$ cat src/rtl/pio_step_responder.sv
// -----------------------------------------------------------------------------
// pio_step_responder
//   Executes stepper commands that the HPS sends through the gpio0 PIO output
//   word, and reports acknowledge/status back through the gpio0 PIO input word.
//   Produces step/dir for one axis driver and stops on a min-endstop.
//
// Ports
//   clk_clk        system clock, shared with the PIO
//   reset_reset_n  asynchronous active-low reset
//   cmd_in[31:0]   command word: [31] req toggle, [30:29] opcode,
//                  [28] dir (MOVE), [15:0] arg (steps or period)
//   rsp_out[31:0]  status word: [31] ack, [30] busy, [29] err, [28] dir,
//                  [27] endstop_hit, [15:0] steps_rem
//   endstop        min-endstop, active high, asynchronous
//   step           step pulse, PULSE_W clocks high
//   dir            direction, 1 = positive
// -----------------------------------------------------------------------------
module pio_step_responder #(
    parameter int PULSE_W    = 20,
    parameter int DIR_SETUP  = 10,
    parameter int PERIOD_RST = 1000
) (
    input  logic        clk_clk,
    input  logic        reset_reset_n,
    input  logic [31:0] cmd_in,
    output logic [31:0] rsp_out,
    input  logic        endstop,
    output logic        step,
    output logic        dir
);

    typedef enum logic [1:0] {ST_IDLE, ST_SETUP, ST_PULSE, ST_GAP} state_e;
    typedef enum logic [1:0] {
        OP_STATUS     = 2'b00,
        OP_MOVE       = 2'b01,
        OP_ABORT      = 2'b10,
        OP_SET_PERIOD = 2'b11
    } opcode_e;

    // Counters load "length - 1" and the state advances on the edge after 0.
    localparam logic [15:0] SETUP_LAST = 16'(DIR_SETUP - 1);
    localparam logic [15:0] PULSE_LAST = 16'(PULSE_W - 1);
    localparam logic [15:0] PERIOD_MIN = 16'(PULSE_W + 1);

    logic [3:0]  cmd_hdr_q;     // {req, opcode, dir} captured from cmd_in
    logic [15:0] cmd_arg_q;
    logic [1:0]  sync_q;        // endstop synchronizer, [1] is endstop_s

    state_e      state_q, state_d;
    logic [15:0] cnt_q, cnt_d;
    logic [15:0] steps_rem_q, steps_rem_d;
    logic [15:0] period_q, period_d;
    logic        req_seen_q, req_seen_d;
    logic        err_q, err_d;
    logic        hit_q, hit_d;
    logic        dir_q, dir_d;
    logic        stop_pend_q, stop_pend_d;  // stop requested while a pulse is high
    logic        step_q, step_d;
    logic [31:0] rsp_q, rsp_d;

    logic        cmd_new;
    opcode_e     cmd_op;
    logic        cmd_dir;
    logic        endstop_s;
    logic        endstop_stop;
    logic        abort_now;

    // cmd_in[27:16] carry no meaning; folded here so they are visibly consumed.
    logic        unused_cmd_bits;
    assign unused_cmd_bits = ^cmd_in[27:16];

    assign cmd_new      = cmd_hdr_q[3] != req_seen_q;
    assign cmd_op       = opcode_e'(cmd_hdr_q[2:1]);
    assign cmd_dir      = cmd_hdr_q[0];
    assign endstop_s    = sync_q[1];
    assign endstop_stop = endstop_s && !dir_q;
    assign abort_now    = cmd_new && (cmd_op == OP_ABORT);

    always_comb begin
        // NOTE: every _d starts from its _q so no branch below can infer a latch.
        state_d     = state_q;
        cnt_d       = cnt_q;
        steps_rem_d = steps_rem_q;
        period_d    = period_q;
        req_seen_d  = req_seen_q;
        err_d       = err_q;
        hit_d       = hit_q;
        dir_d       = dir_q;
        stop_pend_d = stop_pend_q;

        // Command decode. ABORT only acts on the motion FSM below.
        if (cmd_new) begin
            req_seen_d = cmd_hdr_q[3];
            case (cmd_op)
                OP_STATUS: begin
                    err_d = 1'b0;
                    hit_d = 1'b0;
                end
                OP_MOVE: begin
                    if (state_q != ST_IDLE) begin
                        err_d = 1'b1;
                    end else if (cmd_arg_q != 16'd0) begin
                        if (!cmd_dir && endstop_s) begin
                            hit_d = 1'b1;
                        end else begin
                            dir_d       = cmd_dir;
                            steps_rem_d = cmd_arg_q;
                            cnt_d       = SETUP_LAST;
                            state_d     = ST_SETUP;
                        end
                    end
                end
                OP_SET_PERIOD: begin
                    if (state_q != ST_IDLE) begin
                        err_d = 1'b1;
                    end else begin
                        period_d = (cmd_arg_q < PERIOD_MIN) ? PERIOD_MIN : cmd_arg_q;
                    end
                end
                default: ;
            endcase
        end

        // Motion FSM. A MOVE is only accepted from IDLE, so the two halves
        // never both drive state_d in the same cycle.
        case (state_q)
            ST_SETUP, ST_GAP: begin
                if (abort_now || endstop_stop) begin
                    state_d     = ST_IDLE;
                    steps_rem_d = 16'd0;
                    if (!abort_now) hit_d = 1'b1;   // ABORT wins over endstop
                end else if (cnt_q != 16'd0) begin
                    cnt_d = cnt_q - 16'd1;
                end else if (state_q == ST_SETUP || steps_rem_q != 16'd0) begin
                    state_d     = ST_PULSE;
                    cnt_d       = PULSE_LAST;
                    steps_rem_d = steps_rem_q - 16'd1;
                end else begin
                    state_d = ST_IDLE;
                end
            end
            ST_PULSE: begin
                // A pulse always runs its full width; stops take effect after it.
                if (abort_now) begin
                    stop_pend_d = 1'b1;
                end else if (endstop_stop) begin
                    stop_pend_d = 1'b1;
                    hit_d       = 1'b1;
                end
                if (cnt_q != 16'd0) begin
                    cnt_d = cnt_q - 16'd1;
                end else if (stop_pend_d) begin
                    state_d     = ST_IDLE;
                    steps_rem_d = 16'd0;
                    stop_pend_d = 1'b0;
                end else begin
                    state_d = ST_GAP;
                    cnt_d   = period_q - PERIOD_MIN;    // GAP lasts period - PULSE_W
                end
            end
            default: ;
        endcase

        // Outputs are registered from next-state values, so they change on the
        // same edge as the state and nothing from cmd_in reaches them directly.
        step_d = (state_d == ST_PULSE);
        rsp_d  = {req_seen_d, state_d != ST_IDLE, err_d, dir_d, hit_d, 11'd0, steps_rem_d};
    end

    // NOTE: sequential state uses non-blocking assignments only.
    always_ff @(posedge clk_clk or negedge reset_reset_n) begin
        if (!reset_reset_n) begin
            cmd_hdr_q   <= 4'd0;
            cmd_arg_q   <= 16'd0;
            sync_q      <= 2'b00;
            state_q     <= ST_IDLE;
            cnt_q       <= 16'd0;
            steps_rem_q <= 16'd0;
            period_q    <= 16'(PERIOD_RST);
            req_seen_q  <= 1'b0;
            err_q       <= 1'b0;
            hit_q       <= 1'b0;
            dir_q       <= 1'b0;
            stop_pend_q <= 1'b0;
            step_q      <= 1'b0;
            rsp_q       <= 32'd0;
        end else begin
            cmd_hdr_q   <= cmd_in[31:28];
            cmd_arg_q   <= cmd_in[15:0];
            sync_q      <= {sync_q[0], endstop};
            state_q     <= state_d;
            cnt_q       <= cnt_d;
            steps_rem_q <= steps_rem_d;
            period_q    <= period_d;
            req_seen_q  <= req_seen_d;
            err_q       <= err_d;
            hit_q       <= hit_d;
            dir_q       <= dir_d;
            stop_pend_q <= stop_pend_d;
            step_q      <= step_d;
            rsp_q       <= rsp_d;
        end
    end

    assign rsp_out = rsp_q;
    assign step    = step_q;
    assign dir     = dir_q;

endmodule

$ cat config.mk
export PLATFORM = sky130hd
export DESIGN_NAME = pio_step_responder
export DESIGN_NICKNAME = d
export VERILOG_FILES = /design/src/rtl/pio_step_responder.sv
export SDC_FILE = /design/constraint.sdc
export NUM_CORES = 1
export LEC_CHECK = 0
export ABC_AREA = 1
export BUFFER_PORTS_ARGS = -buffer_cell sky130_fd_sc_hd__buf_4
export CAP_MARGIN = 20
export CELL_PAD_IN_SITES_DETAIL_PLACEMENT = 0
export CELL_PAD_IN_SITES_GLOBAL_PLACEMENT = 2
export CORE_ASPECT_RATIO = 1.2
export CORE_MARGIN = 5
export CORE_UTILIZATION = 32
export CTS_CLUSTER_SIZE = 16
export DETAILED_ROUTE_END_ITERATION = 7
export PLACE_DENSITY_LB_ADDON = 0.1
export REMOVE_ABC_BUFFERS = 1
export SLEW_MARGIN = 20
export SYNTH_ARGS = -nofsm -noshare
export SYNTH_HDL_FRONTEND = slang
export SYNTH_SLANG_ARGS = --single-unit
$ cat constraint.sdc
create_clock -name clk_clk -period 2.2 [get_ports clk_clk]
set_input_delay 0.22 -clock clk_clk [delete_from_list [all_inputs] [get_ports clk_clk]]
set_output_delay 0.22 -clock clk_clk [all_outputs]
set_load 0.02 [all_outputs]
* After elaboration in Yosys (flattened, before gate mapping)
Index checks and enable logic that the tools add are counted.
** Operators by class
- Muxes and demuxes :: 57
- Eq/ne operators :: 8
- Bitwise logic cells :: 1
- $lt $le $gt $ge :: 1
- Reduce and logical (&&, ||, !) cells :: 16
- $add $sub $neg :: 3
** Operators with widths (count)
- $mux W16 :: 21
- $pmux W16 S2 :: 2
- $reduce_bool A16 Y1 :: 3
- $sub A16 B1 Y16 const B :: 2
- $mux W1 :: 20
- $mux W2 :: 10
- $lt A16 B5 Y1 const B :: 1
- $sub A16 B5 Y16 const B :: 1
- $eq A2 B2 Y1 const B :: 5
- $pmux W1 S2 :: 3
- $eq A2 B1 Y1 const B :: 2
- $pmux W2 S2 :: 1
- $reduce_bool A2 Y1 :: 2
- $reduce_or A2 Y1 :: 2
- $logic_and A1 B1 Y1 :: 3
- $reduce_and A3 Y1 :: 1
- $logic_not A1 Y1 :: 2
- $logic_not A2 Y1 :: 1
- $logic_or A1 B1 Y1 :: 2
- $ne A1 B1 Y1 :: 1
- $not A1 Y1 :: 1
** Word-level totals
- Flip-flop bits (word level) :: 99
- Input bits :: 35
- Word-level logic and storage cells :: 100

* Longest topological paths before layout
Gate-level depths: netlist of run 1.
- Word-level depth :: 11
- Gate-level depth with buffers :: 14
- Gate-level depth less buffers :: 13

* Worst setup path before layout of run 1
No wires, ideal clock.
- Path kind :: register -> register
- Start :: register, netlist name rsp_out[31]
- End :: register steps_rem_q[13]
- Data arrival time :: 1.675 ns
- Library setup time :: 0.123 ns
- Buffers on the path :: 1
- Slack :: 0.402 ns
- Cell stages (with the launch flop) :: 12
- Cell sequence :: dfrtp_1 inv_1 ha_1 nor2_2 nand2_1 nand2_1 inv_1 o21ai_1 nand3_2 buf_6 nand2_1 o21ai_1
** RTL lines
- to (signal assigned) :: line 193 : steps_rem_q <= steps_rem_d;
- to (decl) :: line 51 : logic [15:0] steps_rem_q, steps_rem_d;

==> impl_metrics.yaml, run 1 <==
global_route:
  grt_pass1_vias: 4891
  grtUsageTotal_pct: 17.9
  grt-ovfl-total: 0
  grt_max_degree: 80
  grt_pass1_wl_microns: 26300
  antenna_found_initial: 0
placement:
  gp_congestion: 0.838
  dp_hpwl_microns: 12100
  port_buffers: 45
  placed_cell_area_sq_um: 5830
  place_inst: 1016
cells_and_area:
  regArea_sq_um: 1980
  drive_gt1_share_pct: 15.4
  fin_nets: 880
  fillers: 1757
  fin_util_pct: 40.0
  finalNonFillerCells: 1057
  final_area_sq_um: 6450
  antennaDiodeCount: 0
  syn_to_final_growth_pct: 23.4
  multi_input_area_sq_um: 2750
sta:
  hold_viol_final: 0
  rsz0062_at_grt: "false"
  fin_skew_ns: 0.00737
  final.min_clock_period_ns: 1.99
  hold_ws_ns: 0.364
  slew_violations: 0
  finalSetupViolations: 0
  post-route-period-util_pct: 90.4
  tns_ns: 0
  max_freq_mhz: 503
clock_tree:
  cts_setup_buffers: 0
  cts.sinks: 79
  clock-root-buffer: "clkbuf_16"
  cts_buffers: 9
  cts.path.max_buffers: 2
  htreeDepth: 3
  clk_latency_ns: 0.35
  tritoncts: "yes"
  clk_pin_slew_ns: 0.07
worst_setup_path:
  criticalPathCategory: "flop to flop"
  slowest_delay_ns: 0.38
  r2r_cells: 13
  crit_top_cell: "nand2_1"
  reg2reg_to: "cnt_q[14]"
  path_cells: "inv_1, ha_4, nor2_4, nand3_2, nor2_4, nand3_4, buf_16, nand2_1, nand2_1, nand3_1, nand2_1, inv_1, nand2_1"
  end_kind: "flop"
  r2r_slack_ns: 0.21
  cp_max_fo: 8
  cp_slowest_cell: "dfrtp_1"
  critPathRequiredTime_ns: 2.44
  r2r_start: "rsp_out[31]"
  start_kind: "flop"
  cp.arrival_ns: 2.22
yosys:
  yosys-top-cells-count: "nand2_1, nand3_1, inv_1"
  synth.area.top_cells: "dfrtp_1, nand2_1, nand3_1"
  syn_area_sq_um: 5230
  synth_most_common_cell: "nand2_1"
  ys_warn_count: 0
  synth_edf_count: 0
  ys_ff_latch: 79
  syn_avg_cell_area_sq_um: 6.87
  netlist_instances: 761
  synth_largest_area_cell: "dfrtp_1"
  async_flop_share_pct: 100
  ys_seq_area_share_pct: 38.0
  ys_types: 39
  synthFlopType: "dfrtp_1"
  yosys.area.top_type_share_pct: 35.0
drt:
  wl_microns: 17200
  dr.pass1.iters: 5
  wl_per_cell_microns: 16.2
  vias: 5077
  first_iter_violations: 353
  ant_nets: 0
  avgViaCountPerCell: 4.80
  drc: 0
floorplan:
  die_area_sq_um: 19000
  core-area_sq_um: 16100
  rows: 51
  die_w_microns: 127
  start_util_pct: 32.4
  num_io_pins: 69
  die_h_microns: 150
power:
  p_int_mw: 4.53
  p_sw_mw: 4.26
  pwr-share-comb_pct: 55.8
  clkPwrFrac_pct: 16.2
  peakVddDrop_uv: 544
  power_leakage_nw: 3.29
  seq_power_share_pct: 28.0
  power_density_nw_per_um2: 1360
  p_sw_share_pct: 48.5
run_status:
  status: "finished, final reports clean"
run:
  max-cap-violations: 0
hold_path:
  hold_depth: 0
  hold_path_end: "sync_q[1]"
  holdCritStartpoint: "sync_q[0]"
  min_path_type: "flop to flop"
## state kept, by name, indices dropped and copies added (netlist names), 2 cells and up
| register | cells |
|---|---|
| cmd_arg_q | 16 |
| cnt_q | 16 |
| period_q | 16 |
| steps_rem_q | 15 |
| rsp_out | 6 |
| cmd_hdr_q | 4 |
| state_q | 2 |
| sync_q | 2 |
## cell type report
cell class | count | area share [%]
tap | 212 | 4.11
inverter | 85 | 5.02
multi-input combinational | 570 | 42.6
sequential | 79 | 30.8
timing repair buffer | 95 | 13.2
clock buffer | 9 | 3.49
clock inverter | 7 | 0.757
## worst max path at each step
stage | startpoint | endpoint | slack [ns] | depth (start not counted)
2_1_floorplan | state_q[0] | period_q[3] | -0.20 | 5
3_3_place_gp | rsp_out[31] | steps_rem_q[3] | 0.13 | 11
3_5_place_dp | rsp_out[31] | steps_rem_q[3] | 0.09 | 11
4_1_cts | rsp_out[31] | steps_rem_q[3] | 0.08 | 11
5_1_grt | steps_rem_q[0] | steps_rem_q[3] | 0.04 | 11
6_report | rsp_out[31] | cnt_q[14] | 0.21 | 13
## layer usage
| layer | vias up | wire length (microns) | track usage [%] | share of wire [%] |
|---|---|---|---|---|
| met5 | - | 0 | 0 | 0 |
| met4 | 0 | 243 | 4.72 | 1.4 |
| li1 | 2569 | - | - | - |
| met1 | 2383 | 7490 | 22.0 | 44 |
| met2 | 106 | 8920 | 32.6 | 52 |
| met3 | 19 | 513 | 2.46 | 3.0 |
## what timing repair did
item                       4_1_cts  5_1_grt
resized for setup                0        8
setup endpoints to repair        0       13
hold endpoints to repair        94        0
hold buffers                    22        0
## kinds of logic after synthesis
| group | after synthesis | synth area share [%] |
|---|---|---|
| flip-flops | 79 | 38.0 |
| adder cells (fa/ha/maj) | 5 | 1.20 |
| AO/OA/AOI/OAI | 94 | 9.91 |
| AND/OR/NAND/NOR | 444 | 37.2 |
| other | 1 | 0.0718 |
| XOR/XNOR | 16 | 2.68 |
| buffers and inverters | 122 | 10.9 |
## per-stage QoR
stage	worst slack (ns)	total power, mW
floorplan	-0.204	5.96
global placement	0.125	7.27
detailed placement	0.0893	7.30
CTS	0.0832	8.81
global route	0.0351	9.64
finish	0.211	8.79
## critical path: cells and delay by family (launching register included)
kind                       cells  cell delay [ns]
DFF                            1             0.38
adders and majority gates      1             0.24
buffers and inverters          3             0.37
and+or+nand+nor                9             0.87
## layout by cell type (no fill, tap or decap), types with 11 or more instances in the layout
master,n
nand2_1,241
nand3_1,91
inv_1,81
dfrtp_1,73
nor2_1,72
buf_4,68
o21ai_0,33
o21ai_1,25
dlygate4sd3_1,22
a21oi_1,20
clkbuf_16,12
conb_1,11
## power by group through the flow
stage               Clock [mW]  Combinational [mW]  Sequential (mW)
floorplan                    0                3.39             2.57
global placement             0                4.80             2.47
detailed placement           0                4.82             2.48
finish                    1.43                4.91             2.46
CTS                       1.48                4.88             2.45
global route              1.53                5.57             2.54
(Power assumes the default switching activity.)
==> inputs of run 2 (changes only) <==
- CORE_UTILIZATION: 32 -> 30
==> impl_metrics.yaml, run 2 (synthesis results as in run 1) <==
worst_setup_path:
  start_kind: "flop"
  critPathRequiredTime_ns: 2.44
  r2r_start: "rsp_out[31]"
  startpoint: "rsp_out[31]"
  r2r_cells: 12
  cp_slowest_cell: "dfrtp_1"
  cp_max_fo: 12
  end_kind: "flop"
  criticalPathCategory: "flop to flop"
  path_cells: "inv_1, ha_4, nor2_4, nand3_1, nor2_4, nand3_4, buf_4, clkbuf_16, nand3_1, nand2_1, inv_1, nand2_1"
  cp.arrival_ns: 2.27
  slowest_delay_ns: 0.37
sta:
  max_freq_mhz: 493
  slew_violations: 0
  finalSetupViolations: 0
  final.min_clock_period_ns: 2.03
  post-route-period-util_pct: 92.2
  hold_ws_ns: 0.341
  fin_skew_ns: 0.00830
  tns_ns: 0
  hold_viol_final: 0
  rsz0062_at_grt: "false"
drt:
  vias: 5130
  drc: 0
  ant_nets: 0
  wl_per_cell_microns: 16.1
  dr.pass1.iters: 4
  first_iter_violations: 286
  avgViaCountPerCell: 4.78
  wl_microns: 17200
global_route:
  antenna_found_initial: 0
  grt_max_degree: 56
  grt-ovfl-total: 0
  grtUsageTotal_pct: 17.3
  grt_pass1_vias: 5140
  grt_pass1_wl_microns: 27300
placement:
  dp_hpwl_microns: 12600
  port_buffers: 45
  gp_congestion: 0.855
run:
  max-cap-violations: 0
clock_tree:
  cts_buffers: 9
  cts.sinks: 79
  htreeDepth: 3
  clock-root-buffer: "clkbuf_16"
  tritoncts: "yes"
  clk_latency_ns: 0.34
  cts.path.max_buffers: 2
  clk_pin_slew_ns: 0.07
floorplan:
  die_h_microns: 155
  core-area_sq_um: 17000
  num_io_pins: 69
  start_util_pct: 30.8
  die_w_microns: 130
  rows: 52
  die_area_sq_um: 20200
hold_path:
  min_path_type: "input pin to asynchronous set/reset pin"
cells_and_area:
  fillers: 1828
  antennaDiodeCount: 0
  drive_gt1_share_pct: 16.6
  reg_top3: "cmd_arg_q x16, cnt_q x16, period_q x16"
  fin_nets: 892
  syn_to_final_growth_pct: 26.1
  layout_common_cells: "nand2_1, nand3_1, inv_1"
  mostFrequentLayoutCell: "nand2_1"
run_status:
  status: "finished, final reports clean"
power:
  p_total_mw: 9.44
  peakVddDrop_uv: 741
  power_density_nw_per_um2: 1430
  power_leakage_nw: 3.36
[run 2: cell type report]
cell class / instances / area, sq um / area share (%)
Clock buffer: 9 / 225 / 3.42
Clock inverter: 7 / 103 / 1.56
Inverter: 85 / 324 / 4.92
Multi-Input combinational cell: 571 / 2750 / 41.7
Sequential cell: 79 / 1980 / 30.1
Tap cell: 216 / 270 / 4.10
Timing Repair Buffer: 106 / 935 / 14.2
[run 2: repair_timing]
action / CTS / global route
hold buffers: 22 / 0
setup buffers: 0 / 6
hold endpoints to repair: 45 / 0
gates resized for setup: 0 / 12
endpoints found under the setup margin: 0 / 26
[run 2: per-layer routing]
| metal | track usage, % | part of all wire [%] |
|---|---|---|
| met1 | 22.4 | 44 |
| met2 | 29.8 | 50 |
| met3 | 2.52 | 3.0 |
| met4 | 4.70 | 2.3 |
| met5 | 0 | 0 |
[run 2: final timing paths]
path / end / slack, ns
worst max register to register: cnt_q[12] / 0.17
worst max-delay path: cnt_q[12] / 0.17
max in group asynchronous: period_q[3] / 1.19
worst min register to register: sync_q[1] / 0.36
worst min-delay path: cnt_q[15] / 0.34
min in group clk_clk: sync_q[1] / 0.36
[run 2: critical path, delay by kind of cell (launching register included)]
| family | cells | cell delay (ns) |
|---|---|---|
| AND/OR/NAND/NOR | 7 | 0.78 |
| adder cells (fa/ha/maj) | 1 | 0.24 |
| flip-flops | 1 | 0.37 |
| buffers and inverters | 4 | 0.53 |
[run 2: power by group]
| part | switching (mW) | leakage (nW) | internal [mW] |
|---|---|---|---|
| clock | 0.671 | 0.157 | 1.01 |
| combinational | 3.28 | 2.24 | 2.00 |
| sequential | 0.523 | 0.964 | 1.96 |
| total | 4.48 | 3.36 | 4.96 |
[run 2: stage by stage]
stage | setup slack [ns] | utilization, % | cell area (sq um) | std cells
global placement | 0.0929 | 34.7 | 5890 | 1026
finish | 0.172 | 38.8 | 6590 | 1073
CTS | 0.0404 | 37.9 | 6440 | 1064
floorplan | -0.204 | - | 5020 | 734
detailed placement | 0.0637 | 34.7 | 5890 | 1026
global route | 0.0168 | 38.8 | 6590 | 1073
==> inputs of run 3 (changes only) <==
- ABC_AREA: 1 -> default
==> impl_metrics.yaml, run 3 <==
yosys:
  synthMuxAreaShare_pct: 3.61
  syn_area_sq_um: 4610
  synth_edf_count: 0
  ys_seq_area_share_pct: 43.0
  synth.area.top_cells: "dfrtp_1, a21oi_1, o21ai_0"
  synth_xor_area_share_pct: 3.61
  synthSimpleGateAreaFrac_pct: 21.5
  synth_compound_area_share_pct: 20.6
  ys_types: 66
  synth_largest_area_cell: "dfrtp_1"
  netlist_instances: 511
  synth_top_family_by_area: "simple AND/OR/NAND/NOR gates"
  yosys-top-cells-count: "dfrtp_1, a21oi_1, nand2_1, nor2_1, o21ai_0"
  synth_fa_ha_area_share_pct: 1.36
  synthFlopType: "dfrtp_1"
  syn_avg_cell_area_sq_um: 9.02
  synth_most_common_cell: "dfrtp_1"
  async_flop_share_pct: 100
  yosys.area.top_type_share_pct: 39.6
  ys_warn_count: 0
  ys_ff_latch: 79
floorplan:
  core-area_sq_um: 15000
  die_w_microns: 123
  start_util_pct: 30.7
  num_io_pins: 69
  die_area_sq_um: 18000
  die_h_microns: 146
  rows: 49
drt:
  vias: 4676
  ant_nets: 0
  wl_per_cell_microns: 18.5
  dr.pass1.iters: 4
  drc: 0
  wl_microns: 17000
  avgViaCountPerCell: 5.10
  first_iter_violations: 196
hold_path:
  hold_depth: 0
  min_path_type: "flop to flop"
  holdCritStartpoint: "sync_q[0]"
  hold_path_end: "sync_q[1]"
global_route:
  antenna_found_initial: 0
  grt_pass1_vias: 4884
  grt_max_degree: 50
  grt-ovfl-total: 0
  grt_pass1_wl_microns: 26800
  grtUsageTotal_pct: 19.4
sta:
  hold_viol_final: 0
  max_freq_mhz: 421
  finalSetupViolations: 31
  worstMarginPinSlew_ns: 0.547
  final.min_clock_period_ns: 2.37
  setup_slack_ns: -0.175
  fin_skew_ns: 0.00659
  max-slew-margin-rel_pct: 63.3
  rsz0062_at_grt: "true"
  slew_violations: 0
  post-route-period-util_pct: 108
cells_and_area:
  syn_to_final_growth_pct: 59.1
  layout_common_cells: "buf_4, dfrtp_1, nand2_1"
  final_area_sq_um: 7340
  fin_nets: 747
  drive_gt1_share_pct: 44.2
  antennaDiodeCount: 0
  finalNonFillerCells: 916
  mostFrequentLayoutCell: "buf_4"
  fillers: 1461
  fin_util_pct: 48.8
  reg_top3: "cmd_arg_q x16, cnt_q x16, period_q x16"
worst_setup_path:
  r2r_cells: 11
  critPathRequiredTime_ns: 2.43
  start_kind: "flop"
  reg2reg_to: "cnt_q[7]"
  r2r_start: "cnt_q[0]"
  end_kind: "flop"
  criticalPathCategory: "flop to flop"
  cp.arrival_ns: 2.60
  r2r_slack_ns: -0.17
  cp_max_fo: 6
run:
  max-cap-violations: 0
power:
  seq_power_share_pct: 23.2
  p_int_mw: 5.82
  p_total_mw: 10.2
  p_sw_mw: 4.36
  pwr-share-comb_pct: 60.7
  p_sw_share_pct: 42.8
  power_density_nw_per_um2: 1390
  power_leakage_nw: 3.16
  peakVddDrop_uv: 812
  clkPwrFrac_pct: 16.1
clock_tree:
  clock-root-buffer: "clkbuf_16"
  htreeDepth: 3
  cts_buffers: 9
  clk_pin_slew_ns: 0.07
  cts.sinks: 79
  clk_latency_ns: 0.35
  cts.path.max_buffers: 2
  tritoncts: "yes"
placement:
  gp_congestion: 0.847
  port_buffers: 45
  placed_cell_area_sq_um: 5980
  place_inst: 855
  dp_hpwl_microns: 12500
run_status:
  failed_checks: "setup timing"
  status: "finished, violations left"
## run 3: logic make-up (layout without fill, tap and decap cells)
kind of cell,Yosys count,after routing
adder cells (fa/ha/maj),5,5
buffers and inverters,55,245
AO/OA/AOI/OAI,148,149
flip-flops,79,79
other,1,11
XOR/XNOR,19,19
multiplexers,15,15
AND/OR/NAND/NOR,189,189
## run 3: power groups by stage
stage,logic [mW],registers [mW],clock network [mW]
4_1_cts,5.82,2.36,1.71
6_report,6.18,2.36,1.64
3_5_place_dp,5.17,2.36,0
2_1_floorplan,2.27,2.68,0
3_3_place_gp,5.15,2.35,0
5_1_grt,6.70,2.43,1.76
## run 3: what timing repair did
item                                    CTS  global route
gates cloned                              2             0
pin swaps                                36            22
endpoints found under the setup margin   36            36
endpoints found under the hold margin    51             0
hold buffers                             22             0
gates resized for setup                 110            43
setup buffers                            14            10
## run 3: area by class of cell
cell class	instances	area (sq um)	share of cell area (%)
inverters	15	56.3	0.767
multi-input cells	388	2940	40.1
repair buffers	214	1780	24.2
clock inverters	6	92.6	1.26
clock buffers	10	229	3.12
well taps	204	255	3.48
flip-flops and latches	79	1980	27.0
## run 3: worst max-delay path by stage
stage / from / endpoint / slack (ns) / cells past startpoint
floorplan: rsp_out[31] / steps_rem_q[11] / -0.74 / 8
global placement: cnt_q[1] / steps_rem_q[12] / -0.46 / 10
detailed placement: cnt_q[0] / steps_rem_q[12] / -0.45 / 10
CTS: cnt_q[0] / cnt_q[7] / -0.19 / 11
global route: cnt_q[1] / cnt_q[7] / -0.29 / 11
finish: cnt_q[0] / cnt_q[7] / -0.17 / 11
## run 3: routing by layer
| layer | vias to the layer above | wire [microns] | global-route usage [%] | part of all wire [%] |
|---|---|---|---|---|
| met5 | - | 0 | 0 | 0 |
| li1 | 2262 | - | - | - |
| met2 | 111 | 8870 | 33.4 | 52 |
| met3 | 31 | 589 | 3.15 | 3.5 |
| met4 | 0 | 422 | 7.70 | 2.5 |
| met1 | 2272 | 7070 | 23.8 | 42 |
## run 3: per-stage QoR
stage / hold slack [ns] / setup TNS (ns) / worst slack (ns)
finish: 0.361 / -2.70 / -0.175
global route: 0.377 / -6.16 / -0.286
CTS: 0.365 / -3.12 / -0.190
detailed placement: 0.204 / -8.86 / -0.447
global placement: 0.207 / -8.06 / -0.464
floorplan: -0.0756 / -14.55 / -0.742
## run 3: critical path, stage by stage, from the launching register on
cell,delay [ns]
dfrtp_1,0.39
inv_2,0.08
ha_4,0.13
or4b_4,0.48
buf_6,0.14
nor4_4,0.16
buf_6,0.18
buf_6,0.11
nor2_4,0.04
a21oi_2,0.11
nor3_1,0.06
or3_1,0.37
